===== src/rtl/logic_function_pkg.sv =====
// Shared types and the bitwise function table for the logic-function datapath blocks.
// apply_op works on OP_MAX_W-bit operands; callers zero-extend and truncate to their own W.
package logic_function_pkg;

    typedef enum logic [2:0] {
        AND    = 3'd0,
        OR     = 3'd1,
        XOR    = 3'd2,
        NAND   = 3'd3,
        NOR    = 3'd4,
        XNOR   = 3'd5,
        PASS_A = 3'd6,
        NOT_A  = 3'd7
    } logic_op_t;

    // Widest operand apply_op handles; bitwise lanes are independent, so truncation is exact.
    localparam int unsigned OP_MAX_W = 64;

    function automatic logic [OP_MAX_W-1:0] apply_op(
        input logic [OP_MAX_W-1:0] a,
        input logic [OP_MAX_W-1:0] b,
        input logic_op_t           op
    );
        logic [OP_MAX_W-1:0] y;
        case (op)
            AND:     y = a & b;
            OR:      y = a | b;
            XOR:     y = a ^ b;
            NAND:    y = ~(a & b);
            NOR:     y = ~(a | b);
            XNOR:    y = ~(a ^ b);
            PASS_A:  y = a;
            NOT_A:   y = ~a;
            default: y = '0;
        endcase
        return y;
    endfunction

endpackage


===== src/rtl/popcount.sv =====
// Purely combinational ones-counter; count_o spans 0..W inclusive.
module popcount #(
    parameter  int W     = 8,
    localparam int CNT_W = $clog2(W + 1)
) (
    input  logic [W-1:0]     data_i,
    output logic [CNT_W-1:0] count_o
);

    always_comb begin
        // NOTE: every variable written in a combinational block gets a default first, so no latch is inferred.
        count_o = '0;
        for (int i = 0; i < W; i++) begin
            count_o = count_o + CNT_W'(data_i[i]);
        end
    end

endmodule


===== src/rtl/logic_function_pipe.sv =====
// Two-stage valid/ready pipeline applying a runtime-selected bitwise function to two operands,
// with registered zero/parity/ones-count flags and full backpressure at 1 beat/cycle.
module logic_function_pipe
    import logic_function_pkg::*;
#(
    parameter  int W     = 8,
    localparam int CNT_W = $clog2(W + 1)
) (
    input  logic             clk,
    input  logic             n_reset,

    input  logic             in_valid,
    output logic             in_ready,
    input  logic [W-1:0]     in_a,
    input  logic [W-1:0]     in_b,
    input  logic_op_t        in_op,

    output logic             out_valid,
    input  logic             out_ready,
    output logic [W-1:0]     out_y,
    output logic_op_t        out_op,
    output logic             out_zero,
    output logic             out_parity,
    output logic [CNT_W-1:0] out_ones
);

    // Stage 1: captured operands
    logic             s1_valid_q;
    logic [W-1:0]     s1_a_q;
    logic [W-1:0]     s1_b_q;
    logic_op_t        s1_op_q;

    // Stage 2: result and flags, driven straight to the outputs
    logic             s2_valid_q;
    logic [W-1:0]     s2_y_q,      s2_y_d;
    logic_op_t        s2_op_q;
    logic             s2_zero_q,   s2_zero_d;
    logic             s2_parity_q, s2_parity_d;
    logic [CNT_W-1:0] s2_ones_q,   s2_ones_d;

    logic s1_adv;
    logic s2_adv;

    // A stage may load when it is empty or its contents leave this cycle.
    assign s2_adv   = !s2_valid_q || out_ready;
    assign s1_adv   = !s1_valid_q || s2_adv;
    assign in_ready = s1_adv;

    always_comb begin
        s2_y_d      = W'(apply_op(OP_MAX_W'(s1_a_q), OP_MAX_W'(s1_b_q), s1_op_q));
        s2_zero_d   = (s2_y_d == '0);
        s2_parity_d = ^s2_y_d;
    end

    popcount #(
        .W (W)
    ) u_popcount (
        .data_i  (s2_y_d),
        .count_o (s2_ones_d)
    );

    always_ff @(posedge clk or negedge n_reset) begin
        // NOTE: data registers are reset as well so the outputs show defined values while in reset.
        if (!n_reset) begin
            s1_valid_q <= 1'b0;
            s1_a_q     <= '0;
            s1_b_q     <= '0;
            s1_op_q    <= AND;
        end else if (s1_adv) begin
            s1_valid_q <= in_valid;
            if (in_valid) begin
                s1_a_q  <= in_a;
                s1_b_q  <= in_b;
                s1_op_q <= in_op;
            end
        end
    end

    always_ff @(posedge clk or negedge n_reset) begin
        if (!n_reset) begin
            s2_valid_q  <= 1'b0;
            s2_y_q      <= '0;
            s2_op_q     <= AND;
            s2_zero_q   <= 1'b1;
            s2_parity_q <= 1'b0;
            s2_ones_q   <= '0;
        end else if (s2_adv) begin
            s2_valid_q <= s1_valid_q;
            // Data only moves with a real beat; an empty stage 1 leaves stale data behind valid=0.
            if (s1_valid_q) begin
                s2_y_q      <= s2_y_d;
                s2_op_q     <= s1_op_q;
                s2_zero_q   <= s2_zero_d;
                s2_parity_q <= s2_parity_d;
                s2_ones_q   <= s2_ones_d;
            end
        end
    end

    assign out_valid  = s2_valid_q;
    assign out_y      = s2_y_q;
    assign out_op     = s2_op_q;
    assign out_zero   = s2_zero_q;
    assign out_parity = s2_parity_q;
    assign out_ones   = s2_ones_q;

endmodule


===== config.mk =====
export PLATFORM = sky130hd
export DESIGN_NAME = logic_function_pipe
export DESIGN_NICKNAME = d
export VERILOG_FILES = /design/src/rtl/logic_function_pkg.sv /design/src/rtl/popcount.sv /design/src/rtl/logic_function_pipe.sv
export SDC_FILE = /design/constraint.sdc
export NUM_CORES = 1
export LEC_CHECK = 0
export CAP_MARGIN = 20
export CORE_MARGIN = 2
export CORE_UTILIZATION = 41
export DETAILED_ROUTE_END_ITERATION = 10
export PLACE_DENSITY = 0.66
export SLEW_MARGIN = 30
export SYNTH_ARGS = -nofsm -noshare
export SYNTH_HDL_FRONTEND = slang
export SYNTH_SLANG_ARGS = --single-unit

===== constraint.sdc =====
create_clock -name clk -period 7.2 [get_ports clk]
set_input_delay 0.72 -clock clk [delete_from_list [all_inputs] [get_ports clk]]
set_output_delay 0.72 -clock clk [all_outputs]
set_load 0.01 [all_outputs]

* Word-level counts from Yosys, hierarchy flattened
Cells that the tools add are included.
Storage, ports and cells: register bits after elaboration 38, latch bits 0, RAM bits 0, bits in read-only memories 0, input port bits 23, output and inout port bits 19, memories kept 0
Operators by class: add/sub/neg operators 7, $mul 0, divide/modulo/power cells 0, order comparisons 0, equality and inequality tests 7, shifts and indexed selects 0, multiplexer cells 1, bitwise logic cells 7, reductions and logical operators 9
Operators with widths (number):
- case mux 8 bit (8 select lines) | 1
- inverter 8 bit | 4
- adder 4 x 1 -> 4 bit | 6
- equality test 3 bit, second input constant | 4
- AND 8 bit | 1
- zero test 8 bit | 1
- bitwise OR 8 bit | 1
- XOR reduction 8 bit | 1
- bitwise XOR 8 bit | 1
- equality test 3 x 2 -> 1 bit, second input constant | 2
- AND reduction 2 bit | 2
- equality test 3 x 1 -> 1 bit, second input constant | 1
- zero test 3 bit | 1
- adder 1 x 1 -> 2 bit | 1
- zero test 1 bit | 2
- logical OR 1 bit | 2

* Longest topological paths before layout
depth in word-level cells 10, mapped depth 17, depth with buffers taken out 17

* By module
From an unflattened synthesis, not the netlist that was laid out.
Second synthesis, totals: cell total of the unflattened synthesis 239, area, all modules 2597.5 um^2
Modules (own cells, without submodules):
- logic_function_pipe | times used 1, cells an instance 215, area an instance 2407.3 um^2, seq. area each 952.2 um^2
- popcount | times used 1, cells an instance 24, area an instance 190.2 um^2, seq. area each 0.0 um^2

* Least setup slack after synthesis
Ideal clock, no wire load.
path type reg-to-reg, start register s1_a_q[0], end register s2_ones_q[2] (netlist: out_ones[2]), setup time 0.083 ns, arrival 3.838 ns, slack 3.279 ns, cell stages (with the launch flop) 16, period minus slack after synthesis 3.921 ns, cell sequence dfrtp_1 > inv_1 > ha_1 > mux2_4 > mux4_2 > inv_2 > ha_1 > inv_1 > fa_1 > inv_1 > fa_1 > inv_1 > fa_1 > fa_1 > xor2_1 > o21ai_0
On the way: cells in the longest elaborated chain, start to end 10, elaborated cells between the ends (all ways) 15, those cells by class 7 x add/sub; 1 x mux; 7 x bitwise
Ends and longest elaborated chain:
- from (decl) | line logic_function_pipe.sv:29 | logic [W-1:0] s1_a_q;
- from (signal assigned) | line logic_function_pipe.sv:72 | s1_a_q <= in_a;
- bitwise XOR 8 bit, or another cell as far along | line logic_function_pkg.sv:28, logic_function_pkg.sv:31
- inverter 8 bit, on equally long branches | line logic_function_pkg.sv:31, logic_function_pkg.sv:29, logic_function_pkg.sv:30
- case mux 8 bit (8 select lines) (*) | line logic_function_pkg.sv:25 | case (op)
- net s2_y_d[0] | line logic_function_pipe.sv:35 | logic [W-1:0] s2_y_q, s2_y_d;
- adder 1 x 1 -> 2 bit (*) | line popcount.sv:14 | count_o = count_o + CNT_W'(data_i[i]);
- adder 4 x 1 -> 4 bit (*) (6 in a row) | line popcount.sv:14
- to (signal assigned) | line logic_function_pipe.sv:95 | s2_ones_q <= s2_ones_d;
- to (decl) | line logic_function_pipe.sv:39 | logic [CNT_W-1:0] s2_ones_q, s2_ones_d;
The timed path passes the listed nets; every way through them passes the cells marked *. A chain may end at the register's enable or synchronous reset.

* Worst setup path in the final report
start register s1_op_q[0], end register s2_ones_q[2] (netlist: out_ones[2])
On the way: cells in the longest elaborated chain, start to end 9, elaborated cells between the ends (all ways) 16, those cells by class 7 x add/sub; 7 x eq/ne; 1 x mux; 1 x reduce/logical
Ends and longest elaborated chain:
- from (decl) | line logic_function_pipe.sv:31 | logic_op_t s1_op_q;
- from (signal assigned) | line logic_function_pipe.sv:74 | s1_op_q <= in_op;
- equality test 3 bit, or another cell as far along | line logic_function_pkg.sv:25
- case mux 8 bit (8 select lines) (*) | line logic_function_pkg.sv:25
- net s2_y_d[0] | line logic_function_pipe.sv:35
- adder 1 x 1 -> 2 bit (*) | line popcount.sv:14
- adder 4 x 1 -> 4 bit (*) (6 in a row) | line popcount.sv:14
Marks and branches as above.

==> results.txt <==
Clk_skew - 0.00779 ns
Status - completed
Worst skew pair latency - 0.29 ns
P_leak - 1.37 nW
Initial Util - 42.5%
F_max - 239 MHz
Syn nets - 294
Crit Path Max Fanout - 36
RSZ-0062 raised after global routing - no
Unique cell type count in the Yosys netlist - 41
Drt wl/cell - 12.1 um
Final Util - 51.0%
Final min period - 4.19 ns
First-pass GRT wire length - 7.27 mm
Psw - 0.351 mW
CP Data Required Time - 7.41 ns
Drt initial violations - 70
Clock Tree Buf Depth - 2
Num CTS Buffers - 5
Hold_buf cts - 0
Buf/Inv on CP - 6
Synth Register Bits - 38
Slew headroom - 43.0%
DP Wirelength - 3.23 mm
Classification of the worst setup path - reg -> reg
CTS H-tree lvls - 2
Via count - 1,751
Worst path most repeated cell - fa_1
Commonest register cell after synthesis - dfrtp_1
Seq pwr share - 32.4%
Clock sink count - 38
Final setup violation count - 0
Post-CTS setup buffers - 0
Final Slew Violations - 0
Sw Ratio - 36.8%
Root buffer cell - clkbuf_8
Initial antenna violation count - 0
Port bufs - 41
PostCTS Resize Cnt - 0
Sequential area share after synthesis - 37.6%
Ys async rst share - 100%
Synth Warn # - 0
Top-Level Pins - 42
Grt total ovfl - 0
Combinational group share of total power - 51.6%
Power density over cell area - 315 nW/um^2
Final setup TNS - 0 ns
Ant. Diodes - 0
Worst EP arrival - 4.40 ns
Worst-margin pin slew - 0.853 ns
Final wirelength - 4.30 mm
Mapped Area - 2530 sq um
Crit path cell chain - buf_4 -> inv_6 -> mux2_4 -> mux4_2 -> inv_2 -> ha_1 -> inv_1 -> fa_1 -> inv_1 -> fa_1 -> inv_1 -> fa_1 -> fa_1 -> xor2_1 -> o21ai_0
# DRC - 0
Cell family with the largest share of critical-path delay - adder cells
Worst hold-check path type - in -> async
Area Overhead vs Synth - 19.8%
Mean Syn Cell Area - 10.4 sq um
CTS clk-pin slew, worst paths - 0.08 ns
Pre-CTS setup slack - 3.01 ns
Post-DR vias/cell - 4.93
Slowest Stage Delay on Critical Path - 0.50 ns
Final period util - 58.2%
PnR worst setup slack - 3.01 ns
Die height - 82.6 um
Antenna-violating nets left - 0
Post-Syn Instances - 244
Vias in the first global route - 1,622
Core area - 5960 sq um
CTS tree - done
Crit start category - register
Num rows - 28
Post-synth EDFFs - 0
Internal power - 0.604 mW
Max Cap Viol - 0
Total Nets Final - 329
CP max stage cell - fa_1
Clock share of power - 16.0%
DIE AREA - 6820 sq um
Nature of the critical path endpoint - register
Total GRT Usage - 14.2%
Largest net degree at the start of global routing - 39
Worst VDD drop - 0.169 mV
Initial DRT Pass Iterations - 4
Routability congestion estimate - 0.744
Share of layout cells above drive strength 1 - 15.7%
Die Width - 82.6 um
Final hold vios - 0
-- metal layers --
layer	track usage, %	share of wire [%]	wire, um
met1	18.4	48	2050
met2	22.7	47	2010
met3	3.91	4.3	187
met4	4.92	1.4	62
met5	0	0	0
-- power by group through the flow --
stage	clock (mW)	combinational, mW	sequential, mW
floorplan	0	0.350	0.315
global placement	0	0.482	0.312
detailed placement	0	0.502	0.315
CTS	0.159	0.504	0.311
global route	0.169	0.574	0.318
finish	0.153	0.493	0.309
-- synth_stat cells (4+ instances only) --
library cell	n	area share, %
clkbuf_1	4	0.59
o21ai_0	12	2.4
mux4_2	5	4.4
a21oi_1	12	2.4
dfrtp_1	37	37
o21ai_1	5	0.99
xor2_1	5	1.7
buf_2	4	0.79
nand2_1	19	2.8
buf_6	5	2.2
inv_1	25	3.7
nor2_1	16	2.4
fa_1	4	3.2
ha_1	23	11
mux2_2	22	9.8
nand2b_1	7	1.7
a211oi_1	4	1.2
xnor2_1	6	2.1
-- path summary, 6_finish.rpt --
| kind | startpoint | to | slack, ns | cells after the start |
|---|---|---|---|---|
| setup reg to reg | s1_op_q[0] | out_ones[2] | 3.01 | 15 |
| setup / recovery | s1_op_q[0] | out_ones[2] | 3.01 | 15 |
| min in group clk | out_ones[3] | out_ones[3] | 0.48 | 2 |
| hold reg to reg | out_ones[3] | out_ones[3] | 0.48 | 2 |
| max in group asynchronous | n_reset | out_zero | 6.47 | 1 |
| hold / removal | n_reset | out_ones[3] | 0.38 | 1 |
-- metrics by stage --
step / cells / hold WS [ns] / area, sq um / power (mW)
floorplan: 244 / 0.424 / 2530 / 0.666
global placement: 347 / 0.463 / 2940 / 0.794
detailed placement: 347 / 0.470 / 2940 / 0.817
CTS: 355 / 0.487 / 3030 / 0.973
global route: 355 / 0.423 / 3040 / 1.06
finish: 355 / 0.379 / 3040 / 0.955
-- placed cells by master (no fill, tap or decap), drive strengths merged, types with 2 or more instances in the layout --
cell type | Yosys | final
nor2 | 16 | 16
a211oi | 4 | 4
inv | 28 | 28
xnor2 | 6 | 6
ha | 23 | 23
nand2 | 19 | 19
o21ai | 18 | 18
a21oi | 12 | 12
clkdlybuf4s50 | 0 | 40
a21o | 2 | 2
dfrtp | 37 | 37
fa | 4 | 4
mux4 | 5 | 5
mux2 | 23 | 23
nand3b | 2 | 2
buf | 10 | 2
o31ai | 2 | 2
nand2b | 7 | 7
o211ai | 2 | 2
mux2i | 2 | 2
clkbuf | 4 | 7
xor2 | 5 | 5
-- registers in the layout (all words and copies together) (netlist names) --
register	flops
out_y	8
s1_op_q	3
s1_b_q	8
out_ones	4
out_op	3
out_valid	1
s1_a_q	8
out_zero	1
out_parity	1
s1_valid_q	1
-- final cells by class --
class / count / area (sq um)
fillers: 577 / 2920
multi-input cells: 164 / 1370
flip-flops and latches: 38 / 952
repair buffers: 42 / 415
inverters: 28 / 110
well taps: 75 / 93.8
clock buffers: 7 / 86.3
clock inverters: 1 / 5.00
-- logic make-up after synthesis --
kind of cell / count (synthesis) / share of synthesized area, %
multiplexers: 30 / 15.6
buffers and inverters: 42 / 8.25
AO/OA/AOI/OAI: 45 / 11.0
adder cells (fa/ha/maj): 27 / 14.5
flip-flops: 38 / 37.6
AND/OR/NAND/NOR: 51 / 9.24
XOR/XNOR: 11 / 3.80
-- worst reg2reg max path, stage by stage, from the launching register on --
cell and delay [ns]:
dfrtp_1 0.34, buf_4 0.35, inv_6 0.12, mux2_4 0.31
mux4_2 0.49, inv_2 0.09, ha_1 0.17, inv_1 0.06
fa_1 0.50, inv_1 0.05, fa_1 0.47, inv_1 0.05
fa_1 0.43, fa_1 0.39, xor2_1 0.17, o21ai_0 0.13
(Power assumes the default switching activity.)
